## config.mk

```make
export PLATFORM = sky130hd
export DESIGN_NAME = ccg_tt_sweeper
export DESIGN_NICKNAME = d
export VERILOG_FILES = /design/src/rtl/ccg_tt_pkg.sv /design/src/rtl/ccg_tt_buf.sv /design/src/rtl/ccg_tt_sweeper.sv
export SDC_FILE = /design/constraint.sdc
export NUM_CORES = 1
export LEC_CHECK = 0
export ABC_CLOCK_PERIOD_IN_PS = 3050
export CORE_MARGIN = 2
export CORE_UTILIZATION = 40
export CTS_BUF_LIST = sky130_fd_sc_hd__clkbuf_4
export DETAILED_ROUTE_END_ITERATION = 6
export PLACE_DENSITY = 0.6
export SETUP_SLACK_MARGIN = 0.5
export SLEW_MARGIN = 10
export SYNTH_ARGS = -nofsm -noshare
export SYNTH_HDL_FRONTEND = slang
export SYNTH_SLANG_ARGS = --single-unit
export TNS_END_PERCENT = 5
```

## constraint.sdc

```tcl
create_clock -name clk -period 3.05 [get_ports clk]
set_clock_uncertainty 0.1 [all_clocks]
set_input_delay 0.61 -clock clk [delete_from_list [all_inputs] [get_ports clk]]
set_output_delay 0.61 -clock clk [all_outputs]
set_load 0.03 [all_outputs]
```

## src/rtl/ccg_tt_pkg.sv

```systemverilog
// Shared types and helpers for the truth-table sweeper: FSM states, MISR taps,
// table depth and the MISR step used when CCG_TT_SIGNATURE_EN is defined.
package ccg_tt_pkg;

    typedef enum logic [1:0] {
        IDLE   = 2'd0,
        APPLY  = 2'd1,
        STREAM = 2'd2,
        DONE   = 2'd3
    } tt_state_e;

    localparam logic [15:0] CCG_TT_MISR_TAPS = 16'hB400;

    function automatic int tt_depth(input int n_in);
        return 32'sd1 << n_in;
    endfunction

    // Shift in the tap parity, then fold the new capture into the low bits.
    function automatic logic [15:0] misr_step(input logic [15:0] sig, input logic [15:0] din);
        return {sig[14:0], ^(sig & CCG_TT_MISR_TAPS)} ^ din;
    endfunction

endpackage

```

## src/rtl/ccg_tt_buf.sv

```systemverilog
// Capture buffer: 2^N_IN x N_OUT register file, one write port and one
// registered read port whose output register clears on reset.
module ccg_tt_buf
    import ccg_tt_pkg::*;
#(
    parameter int N_IN  = 4,
    parameter int N_OUT = 5
) (
    input  logic             clk,
    input  logic             rst,
    input  logic             we_i,
    input  logic [N_IN-1:0]  waddr_i,
    input  logic [N_OUT-1:0] wdata_i,
    input  logic             re_i,
    input  logic [N_IN-1:0]  raddr_i,
    output logic [N_OUT-1:0] rdata_o
);

    localparam int DEPTH = tt_depth(N_IN);

    logic [N_OUT-1:0] mem_q [DEPTH];
    logic [N_OUT-1:0] rdata_q;

    always_ff @(posedge clk) begin
        if (we_i) begin
            mem_q[waddr_i] <= wdata_i;
        end
    end

    always_ff @(posedge clk) begin
        if (rst) begin
            rdata_q <= '0;
        end else if (re_i) begin
            rdata_q <= mem_q[raddr_i];
        end
    end

    assign rdata_o = rdata_q;

endmodule

```

## src/rtl/ccg_tt_sweeper.sv

```systemverilog
// Exhaustive input sweeper for a combinational CUT that captures its truth table
// and streams it out; CCG_TT_SIGNATURE_EN adds a MISR signature on sig_o.
module ccg_tt_sweeper
    import ccg_tt_pkg::*;
#(
    parameter int N_IN   = 4,
    parameter int N_OUT  = 5,
    parameter int SETTLE = 1
) (
    input  logic             clk,
    input  logic             rst,
    input  logic             start,
    output logic             busy,
    output logic             done,
    output logic [N_IN-1:0]  x_o,
    input  logic [N_OUT-1:0] f_i,
    output logic             tt_valid,
    input  logic             tt_ready,
    output logic [N_IN-1:0]  tt_index,
    output logic [N_OUT-1:0] tt_data,
`ifdef CCG_TT_SIGNATURE_EN
    output logic [15:0]      sig_o,
`endif
    output logic             tt_last
);

    localparam int DEPTH = tt_depth(N_IN);
    localparam int CW    = N_IN + 1;
    localparam int SW    = (SETTLE > 0) ? $clog2(SETTLE + 1) : 1;
    localparam logic [CW-1:0] LAST_IDX = CW'(DEPTH - 1);
    localparam logic [SW-1:0] SETTLE_V = SW'(SETTLE);

    tt_state_e        state_q, state_d;
    logic [CW-1:0]    idx_q, idx_d;
    logic [CW-1:0]    rd_q, rd_d;
    logic [SW-1:0]    settle_q, settle_d;
    logic [N_IN-1:0]  x_q, x_d;
    logic             valid_q, valid_d;
    logic             last_q, last_d;
    logic             we_s;
    logic             re_s;
    logic [N_IN-1:0]  raddr_s;

    always_ff @(posedge clk) begin
        if (rst) begin
            state_q  <= IDLE;
            idx_q    <= '0;
            rd_q     <= '0;
            settle_q <= '0;
            x_q      <= '0;
            valid_q  <= 1'b0;
            last_q   <= 1'b0;
        end else begin
            state_q  <= state_d;
            idx_q    <= idx_d;
            rd_q     <= rd_d;
            settle_q <= settle_d;
            x_q      <= x_d;
            valid_q  <= valid_d;
            last_q   <= last_d;
        end
    end

    always_comb begin
        state_d  = state_q;
        idx_d    = idx_q;
        rd_d     = rd_q;
        settle_d = settle_q;
        x_d      = x_q;
        valid_d  = valid_q;
        last_d   = last_q;
        we_s     = 1'b0;
        re_s     = 1'b0;
        raddr_s  = rd_q[N_IN-1:0];
        case (state_q)
            IDLE: begin
                if (start) begin
                    idx_d    = '0;
                    rd_d     = '0;
                    x_d      = '0;
                    settle_d = SETTLE_V;
                    state_d  = APPLY;
                end else begin
                    state_d = IDLE;
                end
            end
            APPLY: begin
                if (settle_q != '0) begin
                    settle_d = settle_q - SW'(1);
                end else begin
                    we_s = 1'b1;
                    if (idx_q == LAST_IDX) begin
                        // Prefetch entry 0 so the first STREAM cycle already presents it.
                        state_d = STREAM;
                        rd_d    = '0;
                        re_s    = 1'b1;
                        raddr_s = '0;
                        valid_d = 1'b1;
                        last_d  = (LAST_IDX == CW'(0));
                    end else begin
                        idx_d    = idx_q + CW'(1);
                        x_d      = idx_d[N_IN-1:0];
                        settle_d = SETTLE_V;
                    end
                end
            end
            STREAM: begin
                if (tt_ready) begin
                    if (last_q) begin
                        state_d = DONE;
                        valid_d = 1'b0;
                        last_d  = 1'b0;
                    end else begin
                        rd_d    = rd_q + CW'(1);
                        re_s    = 1'b1;
                        raddr_s = rd_d[N_IN-1:0];
                        last_d  = (rd_d == LAST_IDX);
                    end
                end else begin
                    state_d = STREAM;
                end
            end
            DONE: begin
                state_d = IDLE;
            end
            default: begin
                state_d = IDLE;
            end
        endcase
    end

    ccg_tt_buf #(
        .N_IN  (N_IN),
        .N_OUT (N_OUT)
    ) u_buf (
        .clk     (clk),
        .rst     (rst),
        .we_i    (we_s),
        .waddr_i (idx_q[N_IN-1:0]),
        .wdata_i (f_i),
        .re_i    (re_s),
        .raddr_i (raddr_s),
        .rdata_o (tt_data)
    );

    assign busy     = (state_q != IDLE);
    assign done     = (state_q == DONE);
    assign x_o      = x_q;
    assign tt_valid = valid_q;
    assign tt_index = rd_q[N_IN-1:0];
    assign tt_last  = last_q;

`ifdef CCG_TT_SIGNATURE_EN
    logic        start_acc_s;
    logic [15:0] sig_q;

    assign start_acc_s = (state_q == IDLE) && start;

    always_ff @(posedge clk) begin
        if (rst) begin
            sig_q <= 16'h0000;
        end else if (start_acc_s) begin
            sig_q <= 16'h0000;
        end else if (we_s) begin
            sig_q <= misr_step(sig_q, 16'(f_i));
        end
    end

    assign sig_o = sig_q;
`endif

endmodule

```

## Word-level counts from Yosys, hierarchy flattened

Memory sizes are Yosys's and may differ from the RTL's. A register that Yosys moved wholly into a read port is not among the register bits.
Index checks and enable logic that the tools add are counted.
Widths: inputs -> output; s select.

- Logic and storage cells: 82
- Bits in writable memories: 80
- Flip-flop bits (word level): 19
- Memories: 1

Memories:

| memory | depth | bits a word | read ports | clocked after memory_dff | write ports | line | text |
|---|---|---|---|---|---|---|---|
| u_buf.mem_q | 16 | 5 | 1 | 1 | 1 | ccg_tt_buf.sv:21 | `logic [N_OUT-1:0] mem_q [DEPTH];` |

- Mux-type cells: 47
- Reduce and logical (&&, ||, !) cells: 11
- Equality and inequality tests: 13
- $add $sub $neg: 3

Operators by type and width:

| cell | number |
|---|---|
| $mux 5 | 7 |
| $mux 4 | 7 |
| $mux 1 | 20 |
| $pmux 4 s2 | 2 |
| $pmux 5 s3 | 1 |
| $ne 2x2->1 const B | 7 |
| $add 5x1->5 const B | 2 |
| $eq 5x4->1 const B | 2 |
| $pmux 5 s2 | 1 |
| $mux 2 | 4 |
| $pmux 1 s2 | 4 |
| $pmux 2 s4 | 1 |
| $reduce_and 4->1 | 2 |
| $reduce_and 6->1 | 1 |
| $reduce_bool 2->1 | 3 |
| $reduce_and 5->1 | 1 |
| $eq 2x2->1 const B | 2 |
| $ne 3x3->1 const B | 1 |
| $reduce_and 3->1 | 1 |
| $reduce_bool 3->1 | 1 |
| $eq 2x1->1 const B | 1 |
| $logic_not 2->1 | 1 |
| $reduce_and 2->1 | 1 |
| $sub 1x1->1 const B | 1 |

## Depth between registers and ports, before layout

- Word-level depth: 5
- Mapped depth: 12
- Depth with buffers taken out: 10

## Cells and area by module

Synthesis repeated with hierarchy kept, for this count alone.

- Cells, all modules: 349
- Area total of the unflattened synthesis: 4,453.0 µm²

Modules (own cells, without submodules):

| module | times used | area an instance (µm²) | cells an instance |
|---|---|---|---|
| ccg_tt_buf | 1 | 3,388.2 | 213 |
| ccg_tt_sweeper | 1 | 1,064.8 | 136 |

## Worst setup path after synthesis

OpenSTA, ideal clock, no wires.

- Path kind: reg2reg
- Start point: register idx_q[2]
- End point: register u_buf.rdata_q[2] (netlist: u_buf.rdata_o[2]), read port of u_buf.mem_q
- Data required time: 2.833 ns
- Buffers on the path: 2
- Data arrival time: 2.330 ns
- Path slack: 0.504 ns
- Stages on the path, launching flop included: 12
- Path through: dfxtp_1 -> clkbuf_1 -> and3_1 -> ha_1 -> nor2b_1 -> o21ai_2 -> a211oi_4 -> buf_6 -> mux2i_1 -> a221oi_1 -> a32oi_1 -> nand2_1

- Word-level cells in the longest chain between the ends: 4

RTL lines:

| element | line | text |
|---|---|---|
| start, declared | ccg_tt_sweeper.sv:34 | `logic [CW-1:0] idx_q, idx_d;` |
| start signal, assigned | ccg_tt_sweeper.sv:55 | `idx_q <= idx_d;` |
| $eq 5x4->1 (*) | ccg_tt_sweeper.sv:92 | `if (idx_q == LAST_IDX) begin` |
| $mux 4 / $mux 1 (equally long branches) | ccg_tt_sweeper.sv:92 |  |
| $mux 4 / $mux 1 (equally long branches) | ccg_tt_sweeper.sv:88 | `if (settle_q != '0) begin` |
| $pmux 4 s2 / $pmux 1 s2 (equally long branches) | ccg_tt_sweeper.sv:75 | `case (state_q)` |
| end, declared | ccg_tt_buf.sv:22 | `logic [N_OUT-1:0] rdata_q;` |

Mark *: on every way between the ends. The rest lies on a longest branch, timed or not.
A chain may end at the register's enable or synchronous reset.

## Worst setup path after layout

- Start point: register idx_q[1]
- End point: register u_buf.rdata_q[2] (netlist: u_buf.rdata_o[2]), read port of u_buf.mem_q

Same word-level chain as after synthesis.

==> results_dict.tcl <==
set metrics [dict create \
    core_area_um2 10900 \
    place.gp.congestion 0.832 \
    yosys_register_bits 100 \
    post-place-ws_ns 0.00621 \
    critPathArrivalTime_ns 2.83 \
    max_freq_ghz 0.390 \
    yosysTopAreaCell "edfxtp_1" \
    numCtsBuffers 9 \
    routed_wl_mm 10.6 \
    synthFlopType "edfxtp_1" \
    dp_hpwl_mm 7.07 \
    start_util_pct 41.3 \
    h-tree-depth 3 \
    setup_viol 0 \
    syn2layout_area_growth_pct 21.6 \
    clock-root-buffer "clkbuf_4" \
    dp.cells 553 \
    grt_max_degree 18 \
    ys_warn_count 0 \
    final_hold_viol_count 0 \
    min_period_ns 2.57 \
    holdWs_ns 0.416 \
    cts.sinks 100 \
    slew_violations 0 \
    cts_buffer_depth 2 \
    portBuffers 25 \
    path_clk_slew_ns 0.15 \
    hold_path.class "reg2reg" \
    netlist.area_leader.share_pct 53.2 \
    slew-limit-headroom_pct 52.4 \
    status "finished clean" \
    crit_fanout 7 \
    die-area_um2 12200 \
    fin_area_um2 5490 \
    rsz0062_at_grt "true" \
    synthArstFlopShare_pct 0 \
    first_pass_iters 5 \
    grt_pass1_wl_mm 16.6 \
    viasPerCell 5.37 \
    synth_nets 412 \
    fin_crit_sh_pct 84.1 \
    powerDensity_nw_per_um2 605 \
    fp.dieW_um 110 \
    avgSynthCellArea_um2 11.6 \
    critical_path_class "reg2reg" \
    syn-cell-area_um2 4520 \
    num_rows 38 \
    ir_drop_uv 231 \
    insertion_delay_ns 0.45 \
    placed_area_um2 4980 \
    grt_use_total_pct 18.8 \
    multi_input_comb_area_um2 1710 \
    grt_pass1_vias 3006 \
    vias 3128 \
    drc 0 \
    cts_tree "done" \
    io_pins 26 \
    drive_gt1_share_pct 20.1 \
    cp_data_required_time_ns 3.31 \
    post_drt_wl_per_cell_um 18.2 \
    yosysUniqueCellTypes 46 \
    n_fill_cell 991 \
    yosys-top-cells-area "edfxtp_1, dfxtp_1, nand2_1" \
    tightest_slew_ns 0.712 \
    fin_nets 459 \
    grt_antenna_before_repair 0 \
    endpoint_kind "flop" \
    grt_overflow 0 \
    antenna_cells 0 \
    leakagePower_nw 1.96 \
    critPathLaunchType "flop" \
    syn-instance-count 391 \
    fin_cells 583 \
    worst_slack_ns 0.484 \
    synth-edff-count 80 \
    drtIter0Drc 191 \
    dieHeight_um 110 \
    seq_area_frac_synth_pct 62.0 \
    drtAntennaViolNets 0 \
    final-seq-area_um2 2810 \
    tns_ns 0 \
    cap_viol_max_count 0 \
]
power breakdown:
group | internal (mW) | switching [mW]
clock network | 0.269 | 0.458
registers | 1.53 | 0.0455
logic | 0.439 | 0.582
flip-flops by register name, summed over array words and instances (netlist names):
| register | cells |
|---|---|
| u_buf.mem_q | 80 |
| rd_q | 5 |
| idx_q | 5 |
| state_q | 2 |
| settle_q | 1 |
| tt_last | 1 |
| tt_valid | 1 |
| u_buf.rdata_o | 5 |
kinds of logic after synthesis:
logic type,Yosys count,share of synthesized area [%]
buf+inv,35,4.13
mux,18,4.02
simple gates,171,17.1
compound gates,51,8.59
fa+ha+maj,12,3.32
xor+xnor,4,0.776
flops,100,62.0
cell usage after synthesis (all sizes together), types with 2 or more instances:
cell and n:
nor2 34, nand4 7, nand2 74, nand3 25, ha 12, dfxtp 20, and3 5, edfxtp 80
inv 12, a21oi 11, and2 2, o21ai 13, a211oi 3, nand2b 5, a32oi 11, nor2b 7
nor3 8, a221oi 6, buf 17, clkbuf 6, xor2 3, mux2i 17
per-layer routing:
metal | share of wire (%) | vias up | GRT usage, % | wire (um)
li1 | - | 1500 | - | -
met1 | 47 | 1529 | 26.1 | 4970
met2 | 46 | 84 | 29.8 | 4930
met3 | 4.8 | 15 | 3.47 | 506
met4 | 2.0 | 0 | 6.16 | 214
met5 | 0 | - | 0 | 0
worst max-delay path, cell delays in order (launching register included):
cell and delay, ns:
dfxtp_2 0.38, ha_4 0.14, and3_4 0.19, ha_4 0.13
nor2b_4 0.17, o21ai_4 0.10, a211oi_4 0.31, buf_4 0.17
buf_8 0.12, buf_12 0.14, mux2i_4 0.26, a32oi_1 0.08
nand4_1 0.13, nand2_1 0.05
cells in the final DEF (no fill, tap or decap), types with 6 or more instances in the layout:
cell type / count
a21oi_1: 10
a32oi_1: 9
buf_4: 27
clkbuf_4: 10
clkdlybuf4s50_1: 24
dfxtp_1: 15
edfxtp_1: 80
ha_1: 7
inv_1: 9
mux2i_1: 10
nand2_1: 74
nand3_1: 23
nand4_1: 7
nor2_1: 33
nor2b_1: 6
nor3_1: 7
o21ai_0: 12
area by class of cell:
| type | count | area share (%) |
|---|---|---|
| flip-flops and latches | 100 | 51.2 |
| multi-input cells | 256 | 31.1 |
| clock inverters | 6 | 1.28 |
| inverters | 12 | 0.820 |
| clock buffers | 10 | 1.37 |
| well taps | 140 | 3.19 |
| repair buffers | 59 | 11.0 |
stage by stage:
step                      power (mW)  utilization [%]
after floorplan                 2.15                -
after global placement          2.42             45.5
after detailed placement        2.42             45.5
after CTS                       3.29             49.4
after global routing            3.48             50.2
final                           3.32             50.2
worst paths after layout:
kind / start / endpoint / slack [ns] / cells after the start
max: idx_q[1] / u_buf.rdata_o[2] / 0.48 / 13
min: idx_q[4] / idx_q[4] / 0.42 / 2
max reg2reg: idx_q[1] / u_buf.rdata_o[2] / 0.48 / 13
min reg2reg: idx_q[4] / idx_q[4] / 0.42 / 2
repair_timing:
item,CTS,global route
gates cloned,2,0
resized for setup,31,15
pin swaps,8,10
hold buffers,0,0
endpoints found under the hold margin,0,0
setup endpoints to repair,6,5
setup buffers,8,4
(Power assumes the default switching activity.)
==> edit 1 (same settings) <==
Add a define of `CCG_TT_SIGNATURE_EN`.
--- a/src/rtl/ccg_tt_sweeper.sv
+++ b/src/rtl/ccg_tt_sweeper.sv
@@ -2,2 +2,4 @@
 // and streams it out; CCG_TT_SIGNATURE_EN adds a MISR signature on sig_o.
+`define CCG_TT_SIGNATURE_EN
+
 module ccg_tt_sweeper
Function (old outputs only; new: sig_o): kept (Yosys induction, for registers that start in step).
==> edit 1 against the unedited design <==
Sequential cell count up 16; via count rose by 19%; design area is 13% higher; setup slack worse by 0.042 ns; synthesized area grew 14%; fmax is 1.6% lower; global-route usage is 1.0 points lower; worst hold slack worse by 0.040 ns; total power is 12% higher; routed wire length grew 15%; utilization is 0.96 points lower; largest power group unchanged.
==> edit 1: results <==
[outcome]
status = "finished clean"

[clocking]
cts_buffer_depth = 2
cts_inserted_buffers = 17
clkLatencyLatePin_ns = 0.53
path_clk_slew_ns = 0.09
cts_max_level = 4
clockRootBuffer = "clkbuf_4"

[yosys]
synthArstFlopShare_pct = 0
synth_enable_flop_cells = 80
synthTopCellsByCount = "103 x nand2_1, 80 x edfxtp_1, 38 x nor2_1"
synth_warnings = 0
ys_seq_area_share_pct = 60.52
synth_ff_type = "edfxtp_1"
synthesis.nets = 483
ys_types = 44
yosys-top-cells-area = "edfxtp_1 47%, dfxtp_1 14%, nand2_1 7.5%, a32oi_1 3.4%, mux2i_1 2.9%"

[finish]
nNetsFinal = 547
largest_reg_flops = 80
top_register = "u_buf.mem_q"
drive_gt1_share_pct = 15.40
diodes = 0

[drt]
drt_iter0_drc = 298
firstDrtPassIters = 5
vias_per_cell = 5.228
wire_per_inst_um = 17.11

[worst_hold_path]
hp-class = "reg2reg"

[grt]
grt_max_degree = 29
grt_pass1_vias = 3525
grt_antenna_before_repair = 0
grt_pass1_wl_um = 18730
grt_use_total_pct = 17.71

[placement]
gp_congestion = 0.8585
dpl.hpwl_um = 8489
io_buffers = 41
placed_area_um2 = 5813
dp_slack_ns = 0.08917

[setup_path]
cp_data_arrival_time_ns = 2.93
critPathMaxStageDelay_ns = 0.32
cpMaxStageDelayCell = "dfxtp_1"
worst-path-max-fanout = 9
cp_top_family = "compound AO/OA/AOI/OAI gates"

[timing]
hold_viol = 0
max-slew-margin-rel_pct = 55.31
report.final.slew_viol_count = 0

[power_and_ir_drop]
leakage_nw = 2.251
irDropWorstVdd_v = 0.0002452
power_switching_w = 0.001125
## edit 1: changes by cell type after synthesis, moves of 4 or more
cell / change
a211oi_1: +4
a21oi_1: +12
a221oi_1: -5
a32oi_1: +9
clkbuf_1: +7
dfxtp_1: +16
nand2_1: +29
nand3_1: -8
nor2_1: +4
xnor2_1: +9
## edit 1: final cells by class
class	count	area, um2
Clock buffer	19	142.6
Clock inverter	12	138.9
Fill cell	1141	6401
Inverter	10	37.54
Multi-Input combinational cell	311	1906
Sequential cell	116	3128
Tap cell	172	215.2
Timing Repair Buffer	71	650.6
## edit 1: final timing paths
kind / from / end / slack, ns / cells after the start
max: idx_q[0]$_SDFFE_PP0P_ / u_buf.rdata_o[3]$_SDFFE_PP0P_ / 0.44 / 13
min: sig_o[5]$_SDFFE_PP0P_ / sig_o[6]$_SDFFE_PP0P_ / 0.38 / 2
max reg2reg: idx_q[0]$_SDFFE_PP0P_ / u_buf.rdata_o[3]$_SDFFE_PP0P_ / 0.44 / 13
min reg2reg: sig_o[5]$_SDFFE_PP0P_ / sig_o[6]$_SDFFE_PP0P_ / 0.38 / 2
## edit 1: through the flow
stage	util (%)	instances	total power, W
detailed placement	46.06	670	0.002605
finish	49.28	711	0.003726
global route	49.28	711	0.003909
global placement	46.06	670	0.002596
CTS	48.28	701	0.003722
floorplan	-	463	0.002360
## edit 1: kinds of logic (layout without fill, tap and decap cells)
group           count (synthesis)  in the layout  synth area share [%]
compound gates                 70             71                 10.23
xor+xnor                       13             13                 2.207
simple gates                  199            199                 17.46
mux                            17             17                 3.419
buf+inv                        37            112                 3.492
fa+ha+maj                      11             11                 2.667
flops                         116            116                 60.52
## edit 1: repair_timing
item / CTS / global route
buffers inserted: 0 / 9
resized for setup: 1 / 13
pin swaps: 0 / 7
cloned: 0 / 1
endpoints found under the setup margin: 8 / 20
## edit 1: power by group through the flow
stage / Combinational [W] / Sequential, W / Clock (W)
2_1_floorplan: 0.000533 / 0.00183 / 0
3_3_place_gp: 0.000793 / 0.00180 / 0
3_5_place_dp: 0.000801 / 0.00180 / 0
4_1_cts: 0.000799 / 0.00177 / 0.00115
5_1_grt: 0.000900 / 0.00178 / 0.00123
6_report: 0.000822 / 0.00177 / 0.00113
## edit 1: per-layer routing
metal  part of all wire (%)  vias up  GRT usage (%)
met3                    6.2       23          5.378
met2                     47      123          27.78
met5                      0        -              0
met4                    1.9        0          6.852
met1                     45     1776          23.09
li1                       -     1795              -
## edit 1: worst min-delay path, cell delays in order (launching register included)
cell and delay, ns:
dfxtp_1 0.33, nand2_1 0.06, a21oi_1 0.05
==> edit 2 (same settings) <==
Made on the original files. `rd_q` and `x_q` no longer have a reset.
--- a/src/rtl/ccg_tt_sweeper.sv
+++ b/src/rtl/ccg_tt_sweeper.sv
@@ -47,5 +47,3 @@
             idx_q    <= '0;
-            rd_q     <= '0;
             settle_q <= '0;
-            x_q      <= '0;
             valid_q  <= 1'b0;
@@ -55,5 +53,3 @@
             idx_q    <= idx_d;
-            rd_q     <= rd_d;
             settle_q <= settle_d;
-            x_q      <= x_d;
             valid_q  <= valid_d;
@@ -61,2 +57,7 @@
         end
+    end
+
+    always_ff @(posedge clk) begin
+        rd_q <= rd_d;
+        x_q  <= x_d;
     end
Function: differs if rst is asserted again (counterexample within 4 cycles, from zero or initial values and one cycle with rst high); with rst held inactive, the same outputs for 10 cycles.
==> edit 2 against the unedited design <==
Synthesized area increased by 14%; sequential share of layout area down 1.8 points; synthesized cell count grew 15%; worst hold slack gained 0.025 ns; sequential cell count rose by 4; design area rose by 10%; highest routed layer unchanged; setup slack worse by 0.10 ns; routed wire length up 21%; non-clock buffer count is 3 higher.
Power is not compared: it rests on default switching activity, and its combinational part moved more than twofold at a synthesized area within 25%.
==> edit 2: results <==
[placement]
dpl.hpwl_um = 9018
placed_area_um2 = 5693
gp_congestion = 0.9273

[yosys]
synth-adder-area-share_pct = 2.680
ys_seq_area_share_pct = 57.88
synth.area.mux_share_pct = 2.217
synth_area_per_cell_um2 = 11.44
synthTopCellsByCount = "89 x edfxtp_1, 63 x nand2_1, 34 x nor2_1"
yosys-top-cells-area = "edfxtp_1 52%, dfxtp_1 5.8%, nand2_1 4.6%, o22ai_1 3.0%, ha_1 2.7%"
synth_xor_area_share_pct = 1.023
synth_enable_flop_cells = 89
synth_compound_area_share_pct = 18.64
synthesis.nets = 469

[drt]
drt_iter0_drc = 427
wl_met1_um = 5650
met3_length_um = 765
dr_wl_met2_um = 6218
firstDrtPassIters = 6

[grt]
gr-usage-met3_pct = 3.696
grt_max_degree = 23
grt_use_total_pct = 18.95
grt_pass1_wl_um = 19960
use_met2_pct = 31.07
grt_pass1_vias = 3577

[setup_path]
rr_startpoint = "state_q[0]$_SDFFE_PP0P_"
r2r_cells = 9
critPathMaxStageDelay_ns = 0.54
r2r_slack_ns = 0.38
rr_endpoint = "u_buf.rdata_o[4]$_SDFFE_PP0P_"
cp_data_arrival_time_ns = 2.95

[clocking]
clkLatencyLatePin_ns = 0.48
post_cts_buffers = 9

[finish]
instances_no_fill = 666
area_delta_synth_final_pct = 17.73
nNetsFinal = 509

[outcome]
status = "finished clean"

[timing]
worst_pin_slew_ns = 0.7744
holdWs_ns = 0.4410
## edit 2: changes by cell type after synthesis, moves of 6 or more
cell       before  now
inv_1          10   20
nand2_1        74   63
o221a_2         0    9
a2111oi_0       0   14
clkbuf_1        5   11
mux2i_1        17    7
a211oi_1        2   16
edfxtp_1       80   89
o22ai_1         0   25
nand3_1        25    7
a32oi_1        11    0
a21o_1          0    7
nand4_1         7    1
buf_2           4   12
## edit 2: critical path, delay by kind of cell, from the launching register on
| family | cells | cell delay, ns |
|---|---|---|
| muxes | 1 | 0.29 |
| and+or+nand+nor | 2 | 0.72 |
| AOI/OAI and AO/OA | 3 | 0.53 |
| adders and majority gates | 1 | 0.26 |
| buffers and inverters | 2 | 0.29 |
| DFF | 1 | 0.39 |
## edit 2: layout make-up
class / count / area share (%)
multi-input cells: 290 / 34.06
inverters: 22 / 1.407
flip-flops and latches: 104 / 49.37
repair buffers: 62 / 9.373
clock inverters: 6 / 0.9932
well taps: 172 / 3.559
clock buffers: 10 / 1.241
